--- src/rtl/vrf_write_arbiter.sv ---
// vrf_write_arbiter: round-robin arbiter that shares one lane VRF write port
// between NUM_REQ requesters. These are the stage-3 write queue, the cross-lane
// write, the mask-unit write-back and the load/store write-back.
//
// The winner's payload is captured into a single output register. That
// register can be popped and refilled in the same cycle, so the port sustains
// one write per cycle. A request appears on the VRF side one cycle after its
// transfer.
//
// Optional feature (compile-time macro VRF_WRITE_ARB_LAST_LOCK_EN):
//   A transfer with last==0 locks arbitration onto that requester. The lock
//   holds until that requester transfers with last==1. Without the macro,
//   req_last is plain payload and arbitration is pure round-robin.
//
// Ports:
//   clock, reset              clock; synchronous active-low reset
//   req_valid / req_ready     per-requester handshake (ready is combinational,
//                             one-hot or zero)
//   req_vd, req_offset,       packed per-requester payload; requester i
//   req_mask, req_data,       occupies slice [W*i +: W] of each bus
//   req_last,
//   req_instructionIndex
//   vrfWriteRequest_*         registered write request towards the VRF
//   grant_id                  requester whose payload sits in the output register
module vrf_write_arbiter #(
    parameter int unsigned NUM_REQ = 4,
    parameter int unsigned IDX_W   = 2
) (
    input  logic                    clock,
    input  logic                    reset,
    input  logic [NUM_REQ-1:0]      req_valid,
    output logic [NUM_REQ-1:0]      req_ready,
    input  logic [5*NUM_REQ-1:0]    req_vd,
    input  logic [5*NUM_REQ-1:0]    req_offset,
    input  logic [4*NUM_REQ-1:0]    req_mask,
    input  logic [32*NUM_REQ-1:0]   req_data,
    input  logic [NUM_REQ-1:0]      req_last,
    input  logic [3*NUM_REQ-1:0]    req_instructionIndex,
    input  logic                    vrfWriteRequest_ready,
    output logic                    vrfWriteRequest_valid,
    output logic [4:0]              vrfWriteRequest_bits_vd,
    output logic [4:0]              vrfWriteRequest_bits_offset,
    output logic [3:0]              vrfWriteRequest_bits_mask,
    output logic [31:0]             vrfWriteRequest_bits_data,
    output logic                    vrfWriteRequest_bits_last,
    output logic [2:0]              vrfWriteRequest_bits_instructionIndex,
    output logic [IDX_W-1:0]        grant_id
);

    localparam int unsigned VD_W   = 5;
    localparam int unsigned OFF_W  = 5;
    localparam int unsigned MASK_W = 4;
    localparam int unsigned DATA_W = 32;
    localparam int unsigned IIDX_W = 3;
    localparam int unsigned SUM_W  = IDX_W + 1;

    logic [IDX_W-1:0]  ptr;
    logic              loadEn_c;
    logic              any_c;
    logic [IDX_W-1:0]  rrWinner_c;
    logic              rrFound_c;
    logic [SUM_W-1:0]  scanIdx_c;
    logic [IDX_W-1:0]  selId_c;
    logic [IDX_W-1:0]  nextPtr_c;

    logic [VD_W-1:0]   selVd_c;
    logic [OFF_W-1:0]  selOffset_c;
    logic [MASK_W-1:0] selMask_c;
    logic [DATA_W-1:0] selData_c;
    logic              selLast_c;
    logic [IIDX_W-1:0] selIidx_c;

    // Output slot can take a new write when empty or being popped this cycle.
    assign loadEn_c = ~vrfWriteRequest_valid | vrfWriteRequest_ready;

    // Round-robin scan starting at ptr. The wrap is explicit so that a
    // NUM_REQ that is not a power of two still cycles through 0..NUM_REQ-1.
    always_comb begin
        rrWinner_c = '0;
        rrFound_c  = 1'b0;
        scanIdx_c  = '0;
        for (int k = 0; k < NUM_REQ; k++) begin
            scanIdx_c = SUM_W'(ptr) + SUM_W'(k);
            if (scanIdx_c >= SUM_W'(NUM_REQ)) begin
                scanIdx_c = scanIdx_c - SUM_W'(NUM_REQ);
            end
            if (!rrFound_c && req_valid[scanIdx_c[IDX_W-1:0]]) begin
                rrWinner_c = scanIdx_c[IDX_W-1:0];
                rrFound_c  = 1'b1;
            end
        end
    end

`ifdef VRF_WRITE_ARB_LAST_LOCK_EN
    logic             lockValid;
    logic [IDX_W-1:0] lockId;

    // A held lock pins the grant even while the owner is idle; others wait.
    always_comb begin
        if (lockValid) begin
            selId_c = lockId;
            any_c   = req_valid[lockId];
        end else begin
            selId_c = rrWinner_c;
            any_c   = |req_valid;
        end
    end

    // A transfer with last==0 opens or extends the lock. last==1 from the owner releases it.
    always_ff @(posedge clock) begin
        if (!reset) begin
            lockValid <= 1'b0;
            lockId    <= '0;
        end else if (loadEn_c && any_c) begin
            lockValid <= ~selLast_c;
            lockId    <= selId_c;
        end
    end
`else
    always_comb begin
        selId_c = rrWinner_c;
        any_c   = |req_valid;
    end
`endif

    // Only the winner sees ready, and only when the slot is free.
    always_comb begin
        req_ready = '0;
        if (reset && loadEn_c && any_c) begin
            req_ready[selId_c] = 1'b1;
        end
    end

    // Payload mux of the selected requester.
    always_comb begin
        selVd_c     = '0;
        selOffset_c = '0;
        selMask_c   = '0;
        selData_c   = '0;
        selLast_c   = 1'b0;
        selIidx_c   = '0;
        for (int i = 0; i < NUM_REQ; i++) begin
            if (selId_c == IDX_W'(i)) begin
                selVd_c     = req_vd[VD_W*i +: VD_W];
                selOffset_c = req_offset[OFF_W*i +: OFF_W];
                selMask_c   = req_mask[MASK_W*i +: MASK_W];
                selData_c   = req_data[DATA_W*i +: DATA_W];
                selLast_c   = req_last[i];
                selIidx_c   = req_instructionIndex[IIDX_W*i +: IIDX_W];
            end
        end
    end

    assign nextPtr_c = (selId_c == IDX_W'(NUM_REQ - 1)) ? '0 : selId_c + IDX_W'(1);

    // Output register and round-robin pointer. The pointer advances only on a transfer.
    always_ff @(posedge clock) begin
        if (!reset) begin
            vrfWriteRequest_valid                 <= 1'b0;
            vrfWriteRequest_bits_vd               <= '0;
            vrfWriteRequest_bits_offset           <= '0;
            vrfWriteRequest_bits_mask             <= '0;
            vrfWriteRequest_bits_data             <= '0;
            vrfWriteRequest_bits_last             <= 1'b0;
            vrfWriteRequest_bits_instructionIndex <= '0;
            grant_id                              <= '0;
            ptr                                   <= '0;
        end else if (loadEn_c) begin
            if (any_c) begin
                vrfWriteRequest_valid                 <= 1'b1;
                vrfWriteRequest_bits_vd               <= selVd_c;
                vrfWriteRequest_bits_offset           <= selOffset_c;
                vrfWriteRequest_bits_mask             <= selMask_c;
                vrfWriteRequest_bits_data             <= selData_c;
                vrfWriteRequest_bits_last             <= selLast_c;
                vrfWriteRequest_bits_instructionIndex <= selIidx_c;
                grant_id                              <= selId_c;
                ptr                                   <= nextPtr_c;
            end else begin
                vrfWriteRequest_valid <= 1'b0;
            end
        end
    end

endmodule

--- config.mk ---
export PLATFORM = sky130hd
export DESIGN_NAME = vrf_write_arbiter
export DESIGN_NICKNAME = d
export VERILOG_FILES = /design/src/rtl/vrf_write_arbiter.sv
export SDC_FILE = /design/constraint.sdc
export NUM_CORES = 1
export LEC_CHECK = 0
export CAP_MARGIN = 20
export CORE_ASPECT_RATIO = 0.8
export CORE_UTILIZATION = 34
export DETAILED_ROUTE_END_ITERATION = 8
export PLACE_DENSITY = 0.88
export SKIP_CTS_REPAIR_TIMING = 1
export SYNTH_ARGS = -nofsm -noshare
export SYNTH_HDL_FRONTEND = slang
export SYNTH_SLANG_ARGS = --single-unit
--- constraint.sdc ---
create_clock -name clock -period 3.1 [get_ports clock]
set_clock_uncertainty 0.15 [all_clocks]
set_input_delay 0.31 -clock clock [delete_from_list [all_inputs] [get_ports clock]]
set_output_delay 0.31 -clock clock [all_outputs]
set_load 0.03 [all_outputs]
==> results.json <==
{
  "status": "complete, no violations",
  "grt_first_pass_wirelength_um": 20900,
  "avgSynthCellArea_sq_um": 7.64,
  "holdPathStages": 2,
  "worstSetupPathType": "in -> out",
  "cp_cell_sequence": "clkdlybuf4s50_1, nor2b_1, a21boi_0, o32ai_1, ha_1, and3_1, clkdlybuf4s50_1",
  "postRouteAntennaNets": 0,
  "synth_area_sq_mm": 0.00339,
  "cp_slowest_cell": "clkdlybuf4s50_1",
  "insertion_delay_ns": 0.29,
  "num_io_pins": 264,
  "grt_pass1_vias": 4391,
  "yosysMostFrequentCell": "dfxtp_1",
  "cap_violations": 0,
  "setup_viol": 0,
  "numPortBuffers": 263,
  "design_area_sq_mm": 0.00633,
  "fillers": 801,
  "slew_headroom_pct": 63.9,
  "synth_top_area_cell": "dfxtp_1",
  "core_area_sq_mm": 0.00965,
  "irDropWorstVdd_mv": 0.246,
  "synth_area_leaders": "dfxtp_1 33%, a211o_1 13%, a221oi_1 13%",
  "cts_tree": "yes",
  "cts_root_buf": "clkbuf_16",
  "hold_start": "grant_id[1]",
  "crit_path_max_incr_delay_ns": 0.68,
  "synth_top_area_share_pct": 32.5,
  "routed_via_density": 5.51,
  "dpl_cell_area_sq_mm": 0.00619,
  "ys.flop_type": "dfxtp_1",
  "initial_utilization_pct": 35.1,
  "crit_required_ns": 2.64,
  "reg2regPathDepth": 9,
  "worstSetupStartpointType": "primary input",
  "power.density_mw_per_mm2": 510,
  "crit_top_cell": "clkdlybuf4s50_1",
  "synth_warnings": 0,
  "gr-total-overflow": 0,
  "wl_per_cell_um": 16.6,
  "synthArstFlopShare_pct": 0,
  "p_leak_nw": 2.50,
  "worst_r2r_endpoint": "vrfWriteRequest_bits_mask[1]",
  "die_width_um": 114,
  "antenna_found_initial": 0,
  "hold_violations": 0,
  "synth_common_cells": "55 x dfxtp_1, 54 x nand2_1, 53 x inv_1",
  "track_usage_pct": 25.1,
  "reg2reg_from": "ptr[0]",
  "syn_to_final_growth_pct": 87.0,
  "post-route-min-period_ns": 3.00,
  "rsz0062_at_grt": "no",
  "die-area_sq_mm": 0.0104,
  "drt-total-wl_um": 13500,
  "hold_class": "reg -> reg",
  "drtPass1Iterations": 5,
  "slew_viol_final": 0,
  "final.setup.tns_ns": 0,
  "initialDrtViolationCount": 303,
  "clkSinkCount": 55,
  "num_rows": 32,
  "cts_buffers": 5,
  "worst_slew_pin_slew_ns": 0.537,
  "grt_start_max_net_pins": 110,
  "hold_end": "grant_id[1]",
  "worstPathArrival_ns": 2.54,
  "vias": 4492,
  "gp_congestion": 0.861,
  "path_clk_slew_ns": 0.07,
  "drive_above_1_share_pct": 4.57,
  "fin_crit_sh_pct": 96.9,
  "cts-htree-levels": 2,
  "dp_hpwl_um": 9990,
  "ys_types": 27,
  "diodes": 0,
  "synth_sequential_area_ratio_pct": 32.5,
  "synth_edf_count": 0,
  "die_h_um": 91.3,
  "endpoint_kind": "output pin",
  "drc": 0,
  "cts.path.max_buffers": 2,
  "worst-path-max-fanout": 4,
  "synth_seq_cells": 55,
  "final_nets": 889,
  "ff2ff_setup_slack_ns": 0.64,
  "max_freq_mhz": 333,
  "netlist_instances": 443,
  "syn_nets": 654
}
## final cells by class
| class | count | area, sq um | share of cell area [%] |
|---|---|---|---|
| clock inverters | 1 | 5.00 | 0.0790 |
| repair buffers | 279 | 2830 | 44.7 |
| multi-input cells | 284 | 1900 | 30.0 |
| flip-flops and latches | 55 | 1100 | 17.4 |
| clock buffers | 7 | 133 | 2.09 |
| well taps | 136 | 170 | 2.69 |
| inverters | 53 | 199 | 3.14 |
## worst max path at each step
stage,depth (start not counted),slack (ns),end,startpoint
finish,7,0.1,req_ready[0],req_valid[1]
global route,7,0.03,req_ready[0],req_valid[1]
CTS,7,0.10,req_ready[0],req_valid[1]
detailed placement,11,0.1,vrfWriteRequest_bits_mask[1],req_valid[2]
global placement,7,0.19,req_ready[0],req_valid[1]
floorplan,7,0.69,req_ready[1],req_valid[2]
## metrics by stage
stage,util [%],worst slack [ns],std cells,hold slack [ns],power [mW]
after global routing,65.6,0.0325,815,0.360,3.41
after global placement,64.2,0.186,807,0.308,2.63
after detailed placement,64.2,0.0992,807,0.314,2.69
after floorplan,-,0.687,443,0.323,1.91
after CTS,65.6,0.102,815,0.329,3.25
final,65.6,0.0971,815,0.325,3.23
## sequential cells by signal (all words and copies together) (netlist names)
name	count
vrfWriteRequest_bits_last	1
grant_id	2
ptr	2
vrfWriteRequest_bits_mask	4
vrfWriteRequest_bits_data	32
vrfWriteRequest_bits_instructionIndex	3
vrfWriteRequest_bits_vd	5
vrfWriteRequest_valid	1
vrfWriteRequest_bits_offset	5
## worst max-delay path: cells and delay by family
kind	cells	cell delay [ns]
fa+ha+maj	1	0.28
buf+inv	2	1.23
simple gates	2	0.26
compound gates	2	0.47
## layer usage
layer  global-route usage [%]  vias to the layer above  wire [um]
met4                     10.6                        0        414
met1                     26.4                     2131       5160
met3                     6.21                       32        988
met5                        0                        -          0
li1                         -                     2124          -
met2                     47.0                      205       6930
## kinds of logic (layout without fill, tap and decap cells)
kind of cell / count (synthesis) / count (layout) / synth area share, %
AOI/OAI and AO/OA: 211 / 211 / 44.4
adders and majority gates: 4 / 4 / 1.48
buffers and inverters: 104 / 340 / 12.6
DFF: 55 / 55 / 32.5
muxes: 1 / 1 / 0.296
and+or+nand+nor: 68 / 68 / 8.72
## placed cells by master, fill, tap and decap left out
master           instances
a221oi_1                49
a31oi_1                 49
nor3_1                   1
nor4_1                   1
clkinv_2                 1
mux2i_1                  1
clkbuf_1                 2
nor2_1                   1
nor2b_1                  5
clkbuf_16                5
ha_2                     1
inv_1                   53
o32ai_1                  1
a21oi_4                  1
dfxtp_1                 55
buf_12                   7
buf_4                   12
clkbuf_2                 1
a21boi_0                 2
a22oi_1                  1
a211o_1                 49
nor2b_4                  1
o22a_1                   1
o22ai_1                  2
nor3b_1                  1
ha_4                     2
and3_1                   4
ha_1                     1
o21ai_0                 52
clkdlybuf4s50_1        259
a21oi_1                  4
nand2_1                 54
## report_power, final
| part | switching (mW) | internal [mW] | leakage (nW) | total [mW] |
|---|---|---|---|---|
| registers | 0.0635 | 0.835 | 0.457 | 0.898 |
| logic | 0.884 | 0.891 | 1.98 | 1.77 |
| clock network | 0.258 | 0.300 | 0.0679 | 0.558 |
Power figures use the tool's default switching activity.
